### config.mk
export PLATFORM = sky130hd
export DESIGN_NAME = snoop_bus_arbiter_flat
export DESIGN_NICKNAME = d
export VERILOG_FILES = /design/src/rtl/snoop_bus_arbiter_if.sv /design/src/rtl/snoop_bus_arbiter.sv /design/src/flat_wrapper.sv
export SDC_FILE = /design/constraint.sdc
export NUM_CORES = 1
export LEC_CHECK = 0
export CAP_MARGIN = 15
export CORE_UTILIZATION = 35
export CTS_BUF_LIST = sky130_fd_sc_hd__clkbuf_8
export DETAILED_ROUTE_END_ITERATION = 8
export PLACE_DENSITY = 0.81
export RECOVER_POWER = 100
export SLEW_MARGIN = 20
export SYNTH_ARGS = -nofsm -noshare
export SYNTH_HDL_FRONTEND = slang
export SYNTH_SLANG_ARGS = --single-unit
export TNS_END_PERCENT = 30
### constraint.sdc
create_clock -name clock -period 1.9 [get_ports clock]
set_input_delay 0.19 -clock clock [delete_from_list [all_inputs] [get_ports clock]]
set_output_delay 0.19 -clock clock [all_outputs]
set_load 0.01 [all_outputs]
### src/rtl/snoop_bus_arbiter_if.sv
// Signal bundle between the snoop bus arbiter, the four processor-cache blocks and memory.
// The master modport is the arbiter's view and the slave modport is the processor/memory view.
interface snoop_bus_arbiter_if;
   logic [3:0]  req;
   logic [3:0]  req_op;
   logic [7:0]  req_block;
   logic [19:0] req_tag;
   logic [31:0] req_data;
   logic [47:0] snoop_resp;
   logic [7:0]  mem_rdata;
   logic        mem_ack;

   logic [3:0]  grant;
   logic [1:0]  owner;
   logic [3:0]  start;
   logic [3:0]  listen;
   logic        op;
   logic [1:0]  block;
   logic [4:0]  tag;
   logic [7:0]  wr_data;
   logic [11:0] bus_in;
   logic        mem_req;
   logic        mem_we;
   logic [6:0]  mem_addr;
   logic [7:0]  mem_wdata;
   logic [3:0]  done;
   logic        busy;
   logic        error;

   modport master (
      input  req, req_op, req_block, req_tag, req_data, snoop_resp, mem_rdata, mem_ack,
      output grant, owner, start, listen, op, block, tag, wr_data, bus_in,
             mem_req, mem_we, mem_addr, mem_wdata, done, busy, error
   );

   modport slave (
      output req, req_op, req_block, req_tag, req_data, snoop_resp, mem_rdata, mem_ack,
      input  grant, owner, start, listen, op, block, tag, wr_data, bus_in,
             mem_req, mem_we, mem_addr, mem_wdata, done, busy, error
   );
endinterface

### src/rtl/snoop_bus_arbiter.sv
// Round-robin owner of the shared snooping bus: issues a transaction, gathers snooper
// responses, sequences a write-back or memory read, and returns the combined response word.
module snoop_bus_arbiter #(
   parameter int TIMEOUT = 15
) (
   input  logic                 clock,
   input  logic                 reset,
   snoop_bus_arbiter_if.master  bus
);

   typedef enum logic [2:0] {
      IDLE,
      ISSUE,
      SNOOP,
      WB,
      MEM,
      COMPLETE
   } state_t;

   state_t      state;
   state_t      next_state;

   logic [1:0]  owner_q;
   logic [1:0]  last_owner;
   logic        op_q;
   logic [1:0]  block_q;
   logic [4:0]  tag_q;
   logic [7:0]  wr_data_q;
   logic [7:0]  mem_wdata_q;
   logic [11:0] bus_in_q;
   logic [3:0]  timer;
   logic        error_q;

   logic [1:0]  winner;
   logic        winner_found;
   logic [11:0] supplier_word;
   logic        supplier_found;
   logic        timed_out;
   logic [3:0]  owner_vec;

   logic [3:0]  grant_c;
   logic [3:0]  start_c;
   logic [3:0]  listen_c;
   logic [3:0]  done_c;
   logic        mem_req_c;
   logic        mem_we_c;

   assign owner_vec = 4'b0001 << owner_q;
   assign timed_out = (timer == 4'(TIMEOUT - 1));

   // Scan downward so the requester closest after last_owner is the one left standing.
   always_comb begin
      winner       = 2'd0;
      winner_found = 1'b0;
      for (int k = 4; k >= 1; k--) begin
         if (bus.req[last_owner + 2'(k)]) begin
            winner       = last_owner + 2'(k);
            winner_found = 1'b1;
         end
      end
   end

   // A snooper supplies the line when it hits with a non-invalid state; lowest index wins.
   always_comb begin
      supplier_word  = 12'h000;
      supplier_found = 1'b0;
      for (int i = 3; i >= 0; i--) begin
         if ((2'(i) != owner_q) && bus.snoop_resp[12*i + 10] &&
             (bus.snoop_resp[12*i + 8 +: 2] != 2'b00)) begin
            supplier_word  = bus.snoop_resp[12*i +: 12];
            supplier_found = 1'b1;
         end
      end
   end

   always_ff @(posedge clock or negedge reset) begin
      if (!reset) begin
         state <= IDLE;
      end else begin
         state <= next_state;
      end
   end

   always_comb begin
      next_state = state;
      case (state)
         IDLE:     if (winner_found) next_state = ISSUE;
         ISSUE:    next_state = SNOOP;
         SNOOP: begin
            if (supplier_found && supplier_word[11]) begin
               next_state = WB;
            end else if (!supplier_found && !op_q) begin
               next_state = MEM;
            end else begin
               next_state = COMPLETE;
            end
         end
         WB, MEM:  if (bus.mem_ack || timed_out) next_state = COMPLETE;
         COMPLETE: next_state = IDLE;
         default:  next_state = IDLE;
      endcase
   end

   // An ack arriving in the timeout cycle takes priority, so the timeout branch sits under it.
   always_ff @(posedge clock or negedge reset) begin
      if (!reset) begin
         owner_q     <= 2'd0;
         last_owner  <= 2'd3;
         op_q        <= 1'b0;
         block_q     <= 2'd0;
         tag_q       <= 5'd0;
         wr_data_q   <= 8'h00;
         mem_wdata_q <= 8'h00;
         bus_in_q    <= 12'h000;
         timer       <= 4'd0;
         error_q     <= 1'b0;
      end else begin
         case (state)
            IDLE: begin
               if (winner_found) begin
                  owner_q   <= winner;
                  op_q      <= bus.req_op[winner];
                  block_q   <= bus.req_block[2*winner +: 2];
                  tag_q     <= bus.req_tag[5*winner +: 5];
                  wr_data_q <= bus.req_data[8*winner +: 8];
               end
            end
            ISSUE: bus_in_q <= 12'h000;
            SNOOP: begin
               timer <= 4'd0;
               if (supplier_found) begin
                  bus_in_q <= supplier_word;
                  if (supplier_word[11]) mem_wdata_q <= supplier_word[7:0];
               end
            end
            WB, MEM: begin
               if (bus.mem_ack) begin
                  if (state == MEM) bus_in_q <= {4'b0100, bus.mem_rdata};
               end else if (timed_out) begin
                  error_q      <= 1'b1;
                  bus_in_q[10] <= 1'b0;
               end else begin
                  timer <= timer + 4'd1;
               end
            end
            COMPLETE: last_owner <= owner_q;
            default: ;
         endcase
      end
   end

   always_comb begin
      grant_c   = 4'b0000;
      start_c   = 4'b0000;
      listen_c  = 4'b0000;
      done_c    = 4'b0000;
      mem_req_c = 1'b0;
      mem_we_c  = 1'b0;
      case (state)
         ISSUE, SNOOP: begin
            grant_c  = owner_vec;
            start_c  = owner_vec;
            listen_c = ~owner_vec;
         end
         WB: begin
            grant_c   = owner_vec;
            start_c   = owner_vec;
            listen_c  = ~owner_vec;
            mem_req_c = 1'b1;
            mem_we_c  = 1'b1;
         end
         MEM: begin
            grant_c   = owner_vec;
            start_c   = owner_vec;
            listen_c  = ~owner_vec;
            mem_req_c = 1'b1;
         end
         COMPLETE: done_c = owner_vec;
         default: ;
      endcase
   end

   assign bus.grant     = grant_c;
   assign bus.owner     = owner_q;
   assign bus.start     = start_c;
   assign bus.listen    = listen_c;
   assign bus.op        = op_q;
   assign bus.block     = block_q;
   assign bus.tag       = tag_q;
   assign bus.wr_data   = wr_data_q;
   assign bus.bus_in    = bus_in_q;
   assign bus.mem_req   = mem_req_c;
   assign bus.mem_we    = mem_we_c;
   assign bus.mem_addr  = mem_req_c ? {tag_q, block_q} : 7'd0;
   assign bus.mem_wdata = mem_wdata_q;
   assign bus.done      = done_c;
   assign bus.busy      = (state != IDLE);
   assign bus.error     = error_q;

endmodule

### src/flat_wrapper.sv
// flat-port wrapper written by rule: the top's interface ports become plain ports
module snoop_bus_arbiter_flat 
#(
   parameter int TIMEOUT = 15
)
  (clock, reset, bus_req, bus_req_op, bus_req_block, bus_req_tag, bus_req_data, bus_snoop_resp, bus_mem_rdata, bus_mem_ack, bus_grant, bus_owner, bus_start, bus_listen, bus_op, bus_block, bus_tag, bus_wr_data, bus_bus_in, bus_mem_req, bus_mem_we, bus_mem_addr, bus_mem_wdata, bus_done, bus_busy, bus_error);
  snoop_bus_arbiter_if bus_i ();
  input  logic clock;
  input  logic reset;
  input wire logic [$bits(bus_i.req)-1:0] bus_req;
  input wire logic [$bits(bus_i.req_op)-1:0] bus_req_op;
  input wire logic [$bits(bus_i.req_block)-1:0] bus_req_block;
  input wire logic [$bits(bus_i.req_tag)-1:0] bus_req_tag;
  input wire logic [$bits(bus_i.req_data)-1:0] bus_req_data;
  input wire logic [$bits(bus_i.snoop_resp)-1:0] bus_snoop_resp;
  input wire logic [$bits(bus_i.mem_rdata)-1:0] bus_mem_rdata;
  input wire logic [$bits(bus_i.mem_ack)-1:0] bus_mem_ack;
  output wire logic [$bits(bus_i.grant)-1:0] bus_grant;
  output wire logic [$bits(bus_i.owner)-1:0] bus_owner;
  output wire logic [$bits(bus_i.start)-1:0] bus_start;
  output wire logic [$bits(bus_i.listen)-1:0] bus_listen;
  output wire logic [$bits(bus_i.op)-1:0] bus_op;
  output wire logic [$bits(bus_i.block)-1:0] bus_block;
  output wire logic [$bits(bus_i.tag)-1:0] bus_tag;
  output wire logic [$bits(bus_i.wr_data)-1:0] bus_wr_data;
  output wire logic [$bits(bus_i.bus_in)-1:0] bus_bus_in;
  output wire logic [$bits(bus_i.mem_req)-1:0] bus_mem_req;
  output wire logic [$bits(bus_i.mem_we)-1:0] bus_mem_we;
  output wire logic [$bits(bus_i.mem_addr)-1:0] bus_mem_addr;
  output wire logic [$bits(bus_i.mem_wdata)-1:0] bus_mem_wdata;
  output wire logic [$bits(bus_i.done)-1:0] bus_done;
  output wire logic [$bits(bus_i.busy)-1:0] bus_busy;
  output wire logic [$bits(bus_i.error)-1:0] bus_error;
  assign bus_i.req = bus_req;
  assign bus_i.req_op = bus_req_op;
  assign bus_i.req_block = bus_req_block;
  assign bus_i.req_tag = bus_req_tag;
  assign bus_i.req_data = bus_req_data;
  assign bus_i.snoop_resp = bus_snoop_resp;
  assign bus_i.mem_rdata = bus_mem_rdata;
  assign bus_i.mem_ack = bus_mem_ack;
  assign bus_grant = bus_i.grant;
  assign bus_owner = bus_i.owner;
  assign bus_start = bus_i.start;
  assign bus_listen = bus_i.listen;
  assign bus_op = bus_i.op;
  assign bus_block = bus_i.block;
  assign bus_tag = bus_i.tag;
  assign bus_wr_data = bus_i.wr_data;
  assign bus_bus_in = bus_i.bus_in;
  assign bus_mem_req = bus_i.mem_req;
  assign bus_mem_we = bus_i.mem_we;
  assign bus_mem_addr = bus_i.mem_addr;
  assign bus_mem_wdata = bus_i.mem_wdata;
  assign bus_done = bus_i.done;
  assign bus_busy = bus_i.busy;
  assign bus_error = bus_i.error;
  snoop_bus_arbiter #(.TIMEOUT(TIMEOUT)) u_core (.clock(clock), .reset(reset), .bus(bus_i));
endmodule
==> flow_metrics.env, run 1 <==
export IMPL_outcome="finished, violations left"
export IMPL_violations="negative setup slack"
export IMPL_ant_nets=0
export IMPL_syn_inst=354
export IMPL_ys_seq_area_share_pct=38.2
export IMPL_dp_hpwl_um=9200
export IMPL_antenna_cells=0
export IMPL_maxCapViolCount=0
export IMPL_synth_seq_cells=48
export IMPL_worstSetupEndpointType="register"
export IMPL_async_reset_ff_share_pct=100
export IMPL_layout_setup_ws_ps=-153
export IMPL_numCtsBuffers=5
export IMPL_syn_cell_area_mm2=0.00315
export IMPL_num_vias=3752
export IMPL_tritoncts="done"
export IMPL_rsz0062_at_grt="yes"
export IMPL_gp_congestion=0.926
export IMPL_hold_violations=0
export IMPL_drt_iter0_markers=230
export IMPL_setup_viol=28
export IMPL_cp_buffers_inverters=2
export IMPL_cp_slowest_cell="dfstp_2"
export IMPL_rows=34
export IMPL_die_h_um=96.9
export IMPL_drive_gt1_share_pct=24.8
export IMPL_worstSetupPathType="reg2reg"
export IMPL_die_area_mm2=0.00939
export IMPL_final_cell_mix="127 x clkdlybuf4s50_1, 56 x buf_4, 44 x nand2_1, 44 x dfrtp_1, 38 x dlygate4sd3_1"
export IMPL_wl_um=11700
export IMPL_ctsHtreeMaxLevel=2
export IMPL_r2r_start="u_core.last_owner[0]"
export IMPL_fin_nets=728
export IMPL_viasPerCell=5.30
export IMPL_synth_distinct_cells=51
export IMPL_min_period_ps=2050
export IMPL_grt_overflow=0
export IMPL_clk_latency_ps=310
export IMPL_fp_dieW_um=96.9
export IMPL_grt_pass1_vias=3909
export IMPL_maxSlewHeadroom_pct=53.9
export IMPL_p_leak_nw=2.67
export IMPL_pin_count=192
export IMPL_total_power_mw=8.30
export IMPL_cts_buffer_depth=2
export IMPL_crit_fanout=10
export IMPL_path_clk_slew_ps=100
export IMPL_clockRootBuffer="clkbuf_8"
export IMPL_first_pass_iters=4
export IMPL_tightest_slew_ps=691
export IMPL_start_util_pct=36.1
export IMPL_tns_ps=-2400
export IMPL_synth_fp_nets=483
export IMPL_antenna_found_initial=0
export IMPL_hold_class="in2async"
export IMPL_drc=0
export IMPL_max_vdd_ir_drop_v=0.000599
export IMPL_crit_family="flip-flops"
export IMPL_skew_ps=18.6
export IMPL_synth_top_flop_cell="dfrtp_1"
export IMPL_wire_per_inst_um=16.6
export IMPL_required_ps=2060
export IMPL_synth_edf_count=0
export IMPL_drv_slew=0
export IMPL_cpPeakStageDelay_ps=560
export IMPL_grtUsageTotal_pct=24.6
export IMPL_area_growth_pct=88.4
export IMPL_yosys_warnings=0
export IMPL_core_mm2=0.00872
export IMPL_mostFrequentLayoutCell="clkdlybuf4s50_1"
export IMPL_crit_start="u_core.last_owner[0]"
export IMPL_path_cells="nor2b_1, o21a_1, nor3_4, buf_12, buf_4, mux2i_1, o221ai_4"
export IMPL_port_buffer_count=191
export IMPL_crit_arrival_ps=2220
export IMPL_grt_max_degree=28
export IMPL_grt_pass1_wl_um=18800
export IMPL_start_kind="register"
export IMPL_postSynthAreaPerCell_um2=8.90
export IMPL_final_fill_count=674
export IMPL_period_share_pct=108
export IMPL_power_per_cell_area_mw_per_mm2=1400
export IMPL_fmax_ghz=0.487
export IMPL_clock_sinks=48
==> cell usage after synthesis, types with 4 or more instances <==
master,number,area (um2)
o221ai_1,16,140
o22ai_1,4,25.0
o211ai_1,7,52.6
a21oi_1,30,150
o21ai_0,18,90.1
mux2i_1,32,320
buf_2,7,35.0
o2bb2ai_1,5,43.8
a31oi_1,7,43.8
and2_1,9,56.3
dfrtp_1,46,1150
nand3_1,13,65.1
a221oi_1,5,43.8
inv_1,6,22.5
nand2b_1,7,43.8
nor2_1,25,93.8
nor3_1,4,20.0
buf_4,6,45.0
nand2_1,47,176
clkbuf_1,9,33.8
==> flip-flops by register name, summed over array words and instances, names as in the netlist <==
| signal | count |
|---|---|
| u_core.bus.block | 2 |
| u_core.bus.bus_in | 12 |
| u_core.bus.error | 1 |
| u_core.bus.mem_wdata | 8 |
| u_core.bus.op | 1 |
| u_core.bus.owner | 2 |
| u_core.bus.tag | 5 |
| u_core.bus.wr_data | 8 |
| u_core.last_owner | 2 |
| u_core.state | 3 |
| u_core.timer | 4 |
==> power by group <==
| part | switching [mW] | leakage (nW) | internal, mW | total (mW) |
|---|---|---|---|---|
| registers | 0.411 | 0.598 | 1.52 | 1.93 |
| clock network | 0.366 | 0.0687 | 0.530 | 0.896 |
| logic | 2.60 | 2.00 | 2.87 | 5.47 |
==> layer usage <==
layer  vias to the layer above  routed length, um  global-route usage [%]
li1                       1798                  -                       -
met1                      1726               4580                    28.5
met2                       204               5850                    44.3
met3                        24               1000                    5.49
met4                         0                286                    8.38
met5                         -                  0                       0
==> metrics by stage <==
stage | instances | area (um2) | util (%) | setup WS [ps] | hold WS [ps]
floorplan | 354 | 3230 | - | -51.2 | -106
detailed placement | 690 | 5630 | 64.6 | -383 | 258
global route | 708 | 5940 | 68.1 | -200 | 478
global placement | 690 | 5630 | 64.6 | -293 | 254
CTS | 703 | 5820 | 66.7 | -141 | 456
finish | 708 | 5940 | 68.1 | -153 | 444
==> layout make-up <==
type                    instances  area [um2]  area share, %
repair buffers                262        2420           40.8
clock buffers                   5        68.8           1.16
inverters                       6        22.5          0.379
multi-input cells             276        2010           33.9
flip-flops and latches         48        1210           20.3
clock inverters                 3        68.8           1.16
well taps                     108         135           2.28
==> final timing paths <==
kind | end | slack [ps] | cells after the start
setup reg to reg | u_core.bus.wr_data[5] | -150 | 7
hold / removal | u_core.timer[1] | 440 | 2
min in group clock | u_core.bus.bus_in[7] | 470 | 3
max in group asynchronous | u_core.bus.op | 440 | 3
hold reg to reg | u_core.bus.error | 480 | 1
setup / recovery | u_core.bus.wr_data[5] | -150 | 7
==> cells by family (layout without fill, tap and decap cells) <==
kind of cell	after synthesis	after routing	synth area share [%]
compound gates	110	110	23.9
simple gates	127	127	19.8
fa+ha+maj	2	2	0.794
mux	37	37	12.3
buf+inv	30	276	5.04
flops	48	48	38.2
==> repair_timing <==
item                                    CTS  global route
endpoints found under the setup margin   40            41
gates resized for setup                  80            41
pin swaps                                 5             6
cloned                                    0             1
endpoints found under the hold margin    24             0
setup buffers                             4             4
hold buffers                              1             0
Power figures use the tool's default switching activity.
==> run 2: changes to the inputs <==
CORE_MARGIN = 2   (was not set)
==> flow_metrics.env, run 2 (synthesis gave the netlist of run 1 again) <==
export IMPL_outcome="finished, violations left"
export IMPL_violations="negative setup slack"
export IMPL_antenna_found_initial=0
export IMPL_grt_overflow=0
export IMPL_final_cell_mix="164 x clkdlybuf4s50_1, 46 x buf_4, 44 x nand2_1, 42 x dfrtp_1, 32 x mux2i_1"
export IMPL_skew_ps=13.2
export IMPL_p_leak_nw=2.64
export IMPL_grt_pass1_wl_um=19000
export IMPL_num_vias=3798
export IMPL_drive_gt1_share_pct=22.9
export IMPL_instances_no_fill=694
export IMPL_pin_count=192
export IMPL_gp_congestion=1.01
export IMPL_fin_nets=714
export IMPL_crit_fanout=16
export IMPL_min_period_ps=1940
export IMPL_layout_setup_ws_ps=-36.0
export IMPL_multiInputGateArea_mm2=0.00205
export IMPL_tightest_slew_ps=1190
export IMPL_dp_slack_ps=-346
export IMPL_hold_class="in2reg"
export IMPL_first_pass_iters=5
export IMPL_tns_ps=-194
export IMPL_required_ps=2120
export IMPL_path_clk_slew_ps=100
export IMPL_die_h_um=98.9
export IMPL_drc=0
export IMPL_worstSetupEndpointType="register"
export IMPL_tritoncts="done"
export IMPL_start_util_pct=36.1
export IMPL_dp_hpwl_um=9400
export IMPL_drv_slew=0
export IMPL_final_fill_count=654
export IMPL_wire_per_inst_um=17.3
export IMPL_cts_buffer_depth=2
export IMPL_setup_viol=10
export IMPL_worstSetupPathType="reg2reg"
export IMPL_core_mm2=0.00872
export IMPL_mostFrequentLayoutCell="clkdlybuf4s50_1"
export IMPL_max_vdd_ir_drop_v=0.000648
export IMPL_clk_latency_ps=310
export IMPL_period_share_pct=102
export IMPL_maxCapViolCount=0
export IMPL_clock_sinks=48
export IMPL_grt_max_degree=49
export IMPL_drt_iter0_markers=199
export IMPL_ant_nets=0
export IMPL_place_inst=679
export IMPL_maxSlewHeadroom_pct=20.5
export IMPL_fp_dieW_um=98.9
export IMPL_antenna_cells=0
export IMPL_start_kind="register"
export IMPL_largest_reg_flops=12
export IMPL_ctsHtreeMaxLevel=2
export IMPL_power_per_cell_area_mw_per_mm2=1400
export IMPL_clockRootBuffer="clkbuf_8"
export IMPL_register_area_mm2=0.00121
export IMPL_grtUsageTotal_pct=23.8
export IMPL_rsz0062_at_grt="yes"
export IMPL_hold_violations=0
export IMPL_port_buffer_count=191
export IMPL_die_area_mm2=0.00978
export IMPL_final_core_util_pct=67.9
export IMPL_fmax_ghz=0.517
export IMPL_viasPerCell=5.47
export IMPL_area_growth_pct=87.8
export IMPL_rows=34
export IMPL_grt_pass1_vias=3868
export IMPL_hold_worst_slack_ps=445
export IMPL_wl_um=12000
export IMPL_crit_arrival_ps=2160
export IMPL_numCtsBuffers=5
==> run 2: cell count changes in the layout (fill, tap and decap cells not counted), sizes merged, moves of 6 or more <==
cell / delta
dlygate4sd3: -37
dlymetal6s2s: +6
clkdlybuf4s50: +37
clkbuf: -9
dlygate4sd2: +6
buf: -19
==> run 2: area by class of cell <==
| type | instances | area share (%) |
|---|---|---|
| Timing Repair Buffer | 247 | 40.3 |
| Multi-Input combinational cell | 277 | 34.7 |
| Sequential cell | 48 | 20.4 |
| Tap cell | 108 | 2.28 |
| Clock buffer | 5 | 1.16 |
| Clock inverter | 3 | 0.782 |
| Inverter | 6 | 0.381 |
==> run 2: worst paths after layout <==
kind | startpoint | to | slack, ps | cells past startpoint
hold / removal | bus_mem_rdata[1] | u_core.bus.bus_in[1] | 450 | 3
max in group asynchronous | reset | u_core.state[2] | 360 | 3
setup / recovery | u_core.state[1] | u_core.bus.tag[3] | -40 | 5
min in group asynchronous | reset | u_core.bus.wr_data[2] | 730 | 3
hold reg to reg | u_core.bus.error | u_core.bus.error | 490 | 1
setup reg to reg | u_core.state[1] | u_core.bus.tag[3] | -40 | 5
==> run 2: power by group <==
group / internal (mW) / total, mW / leakage (nW) / switching, mW
clock: 0.397 / 0.770 / 0.0548 / 0.373
sequential: 1.52 / 1.94 / 0.595 / 0.422
combinational: 2.94 / 5.58 / 1.99 / 2.64
==> run 2: repair_timing <==
item                       CTS  global route
resized for setup           34            56
gates cloned                 0             1
hold endpoints to repair    26             0
pin swaps                    3            21
hold buffers                 1             0
setup endpoints to repair   42            52
buffers inserted             0             6
==> run 2: critical path, stage by stage (launching register included) <==
cell and delay [ps]:
dfrtp_2 460, or3_4 420, a21o_1 200, or3_4 390
buf_12 170, o221ai_1 200
==> run 2: per-layer routing <==
layer  global-route usage, %  vias to the layer above  part of all wire [%]
li1                        -                     1779                     -
met1                    28.6                     1804                    38
met2                    42.9                      205                    51
met3                    5.82                       10                    10
met4                    5.16                        0                  0.80
met5                       0                        -                     0
==> run 2: metrics by stage <==
step / instance area, um2 / power, mW
2_1_floorplan: 3230 / 4.54
3_3_place_gp: 5550 / 7.06
3_5_place_dp: 5550 / 7.20
4_1_cts: 5700 / 7.99
5_1_grt: 5920 / 8.83
6_report: 5920 / 8.29
==> run 3: changes to the inputs <==
GPL_TIMING_DRIVEN = 0   (was not set)
==> flow_metrics.env, run 3 (synthesis gave the netlist of run 1 again) <==
export IMPL_outcome="finished, violations left"
export IMPL_grtUsageTotal_pct=24.8
export IMPL_tightest_slew_ps=1270
export IMPL_path_clk_slew_ps=90
export IMPL_rsz0062_at_grt="yes"
export IMPL_crit_fanout=6
export IMPL_maxCapViolCount=0
export IMPL_final_cell_mix="164 x clkdlybuf4s50_1, 44 x dfrtp_1, 41 x nand2_1, 32 x buf_4, 31 x mux2i_1"
export IMPL_port_buffer_count=191
export IMPL_fp_dieW_um=98.9
export IMPL_gp_congestion=0.932
export IMPL_p_leak_nw=2.58
export IMPL_violations="negative setup slack"
export IMPL_power_per_cell_area_mw_per_mm2=1480
export IMPL_clockRootBuffer="clkbuf_8"
export IMPL_die_area_mm2=0.00978
export IMPL_wl_um=12900
export IMPL_ant_nets=0
export IMPL_hold_class="in2reg"
export IMPL_clock_sinks=48
export IMPL_grt_max_degree=26
export IMPL_pin_count=192
export IMPL_crit_arrival_ps=2290
export IMPL_ctsHtreeMaxLevel=2
export IMPL_worstSetupEndpointType="register"
export IMPL_die_h_um=98.9
export IMPL_hold_violations=0
export IMPL_period_share_pct=109
export IMPL_final_fill_count=672
export IMPL_max_vdd_ir_drop_v=0.000689
export IMPL_cts_buffer_depth=2
export IMPL_rows=34
export IMPL_drt_iter0_markers=126
export IMPL_layout_setup_ws_ps=-175
export IMPL_drive_gt1_share_pct=27.0
export IMPL_skew_ps=5.57
export IMPL_design_area_mm2=0.00604
export IMPL_antenna_cells=0
export IMPL_start_util_pct=36.1
export IMPL_antenna_found_initial=0
export IMPL_core_mm2=0.00872
export IMPL_first_pass_iters=4
export IMPL_tritoncts="done"
export IMPL_clk_latency_ps=300
export IMPL_min_from="bus_mem_rdata[7]"
export IMPL_r2r_start="u_core.state[2]"
export IMPL_largest_reg_flops=12
export IMPL_viasPerCell=5.52
export IMPL_fmax_ghz=0.482
export IMPL_min_period_ps=2070
export IMPL_fin_nets=714
export IMPL_worstSetupPathType="reg2reg"
export IMPL_start_kind="register"
export IMPL_grt_pass1_wl_um=19400
export IMPL_maxSlewHeadroom_pct=15.2
export IMPL_grt_overflow=0
export IMPL_placed_area_mm2=0.00529
export IMPL_required_ps=2120
export IMPL_setup_viol=46
export IMPL_dp_hpwl_um=9290
export IMPL_numCtsBuffers=5
export IMPL_mostFrequentLayoutCell="clkdlybuf4s50_1"
export IMPL_crit_start="u_core.state[2]"
export IMPL_wire_per_inst_um=18.6
export IMPL_grt_pass1_vias=3950
export IMPL_num_vias=3832
export IMPL_area_growth_pct=91.6
export IMPL_final_core_util_pct=69.3
export IMPL_drc=0
export IMPL_drv_slew=0
run 3: cell count changes in the layout (fill, tap and decap cells not counted), sizes merged:
| cell | delta |
|---|---|
| buf | +9 |
| clkbuf | +8 |
| dlymetal6s2s | -8 |
| dlygate4sd2 | -6 |
| clkdlybuf4s15 | -2 |
| and2 | -1 |
| clkinv | +1 |
| inv | -1 |
run 3: final timing paths:
kind,to,slack (ps),cells after the start
hold reg to reg,u_core.bus.error,470,1
setup reg to reg,u_core.bus.tag[2],-170,6
setup / recovery,u_core.bus.tag[2],-170,6
max in group asynchronous,u_core.last_owner[1],260,3
hold / removal,u_core.bus.bus_in[7],460,3
min in group asynchronous,u_core.bus.wr_data[2],730,2
run 3: timing repair:
item                                   4_1_cts  5_1_grt
resized for setup                          138       64
cloned                                       0        2
pin swaps                                   11       29
setup endpoints to repair                   65       55
setup buffers                               15       16
endpoints found under the hold margin       23        0
hold buffers                                 1        0
run 3: final cells by class:
class                      count  area, um2  share of cell area (%)
multi-input combinational    276       2160                    35.8
buffer                        22        233                    3.85
clock inverter                 3       38.8                   0.642
sequential                    48       1210                    20.0
tap                          108        135                    2.24
timing repair buffer         226       2170                    35.9
inverter                       6       26.3                   0.435
clock buffer                   5       68.8                    1.14
run 3: metrics by stage:
step | power (mW) | hold slack, ps | setup WS [ps] | instances | TNS, ps
2_1_floorplan | 4.54 | -106 | -51.2 | 354 | -184
3_3_place_gp | 6.68 | 458 | -884 | 653 | -62590
3_5_place_dp | 6.82 | 205 | -830 | 654 | -31010
4_1_cts | 8.06 | 412 | -227 | 678 | -4140
5_1_grt | 9.47 | 478 | -230 | 694 | -6880
6_report | 8.93 | 460 | -175 | 694 | -3760
run 3: power by group:
group / internal, mW / switching (mW) / total, mW / leakage [nW]
Sequential: 1.52 / 0.434 / 1.95 / 0.598
Combinational: 3.29 / 2.95 / 6.24 / 1.92
Clock: 0.386 / 0.349 / 0.735 / 0.0593
Total: 5.19 / 3.73 / 8.93 / 2.58
run 3: metal layers:
metal	share of wire (%)	GRT usage, %
met3	8.8	5.89
met1	38	28.6
met2	50	43.2
met5	0	0
met4	2.8	11.4
run 3: critical path, stage by stage, from the launching register on:
cell	delay [ps]
dfrtp_1	430
buf_6	140
or3_4	420
a21o_1	200
or3_4	450
buf_4	170
o221ai_1	180
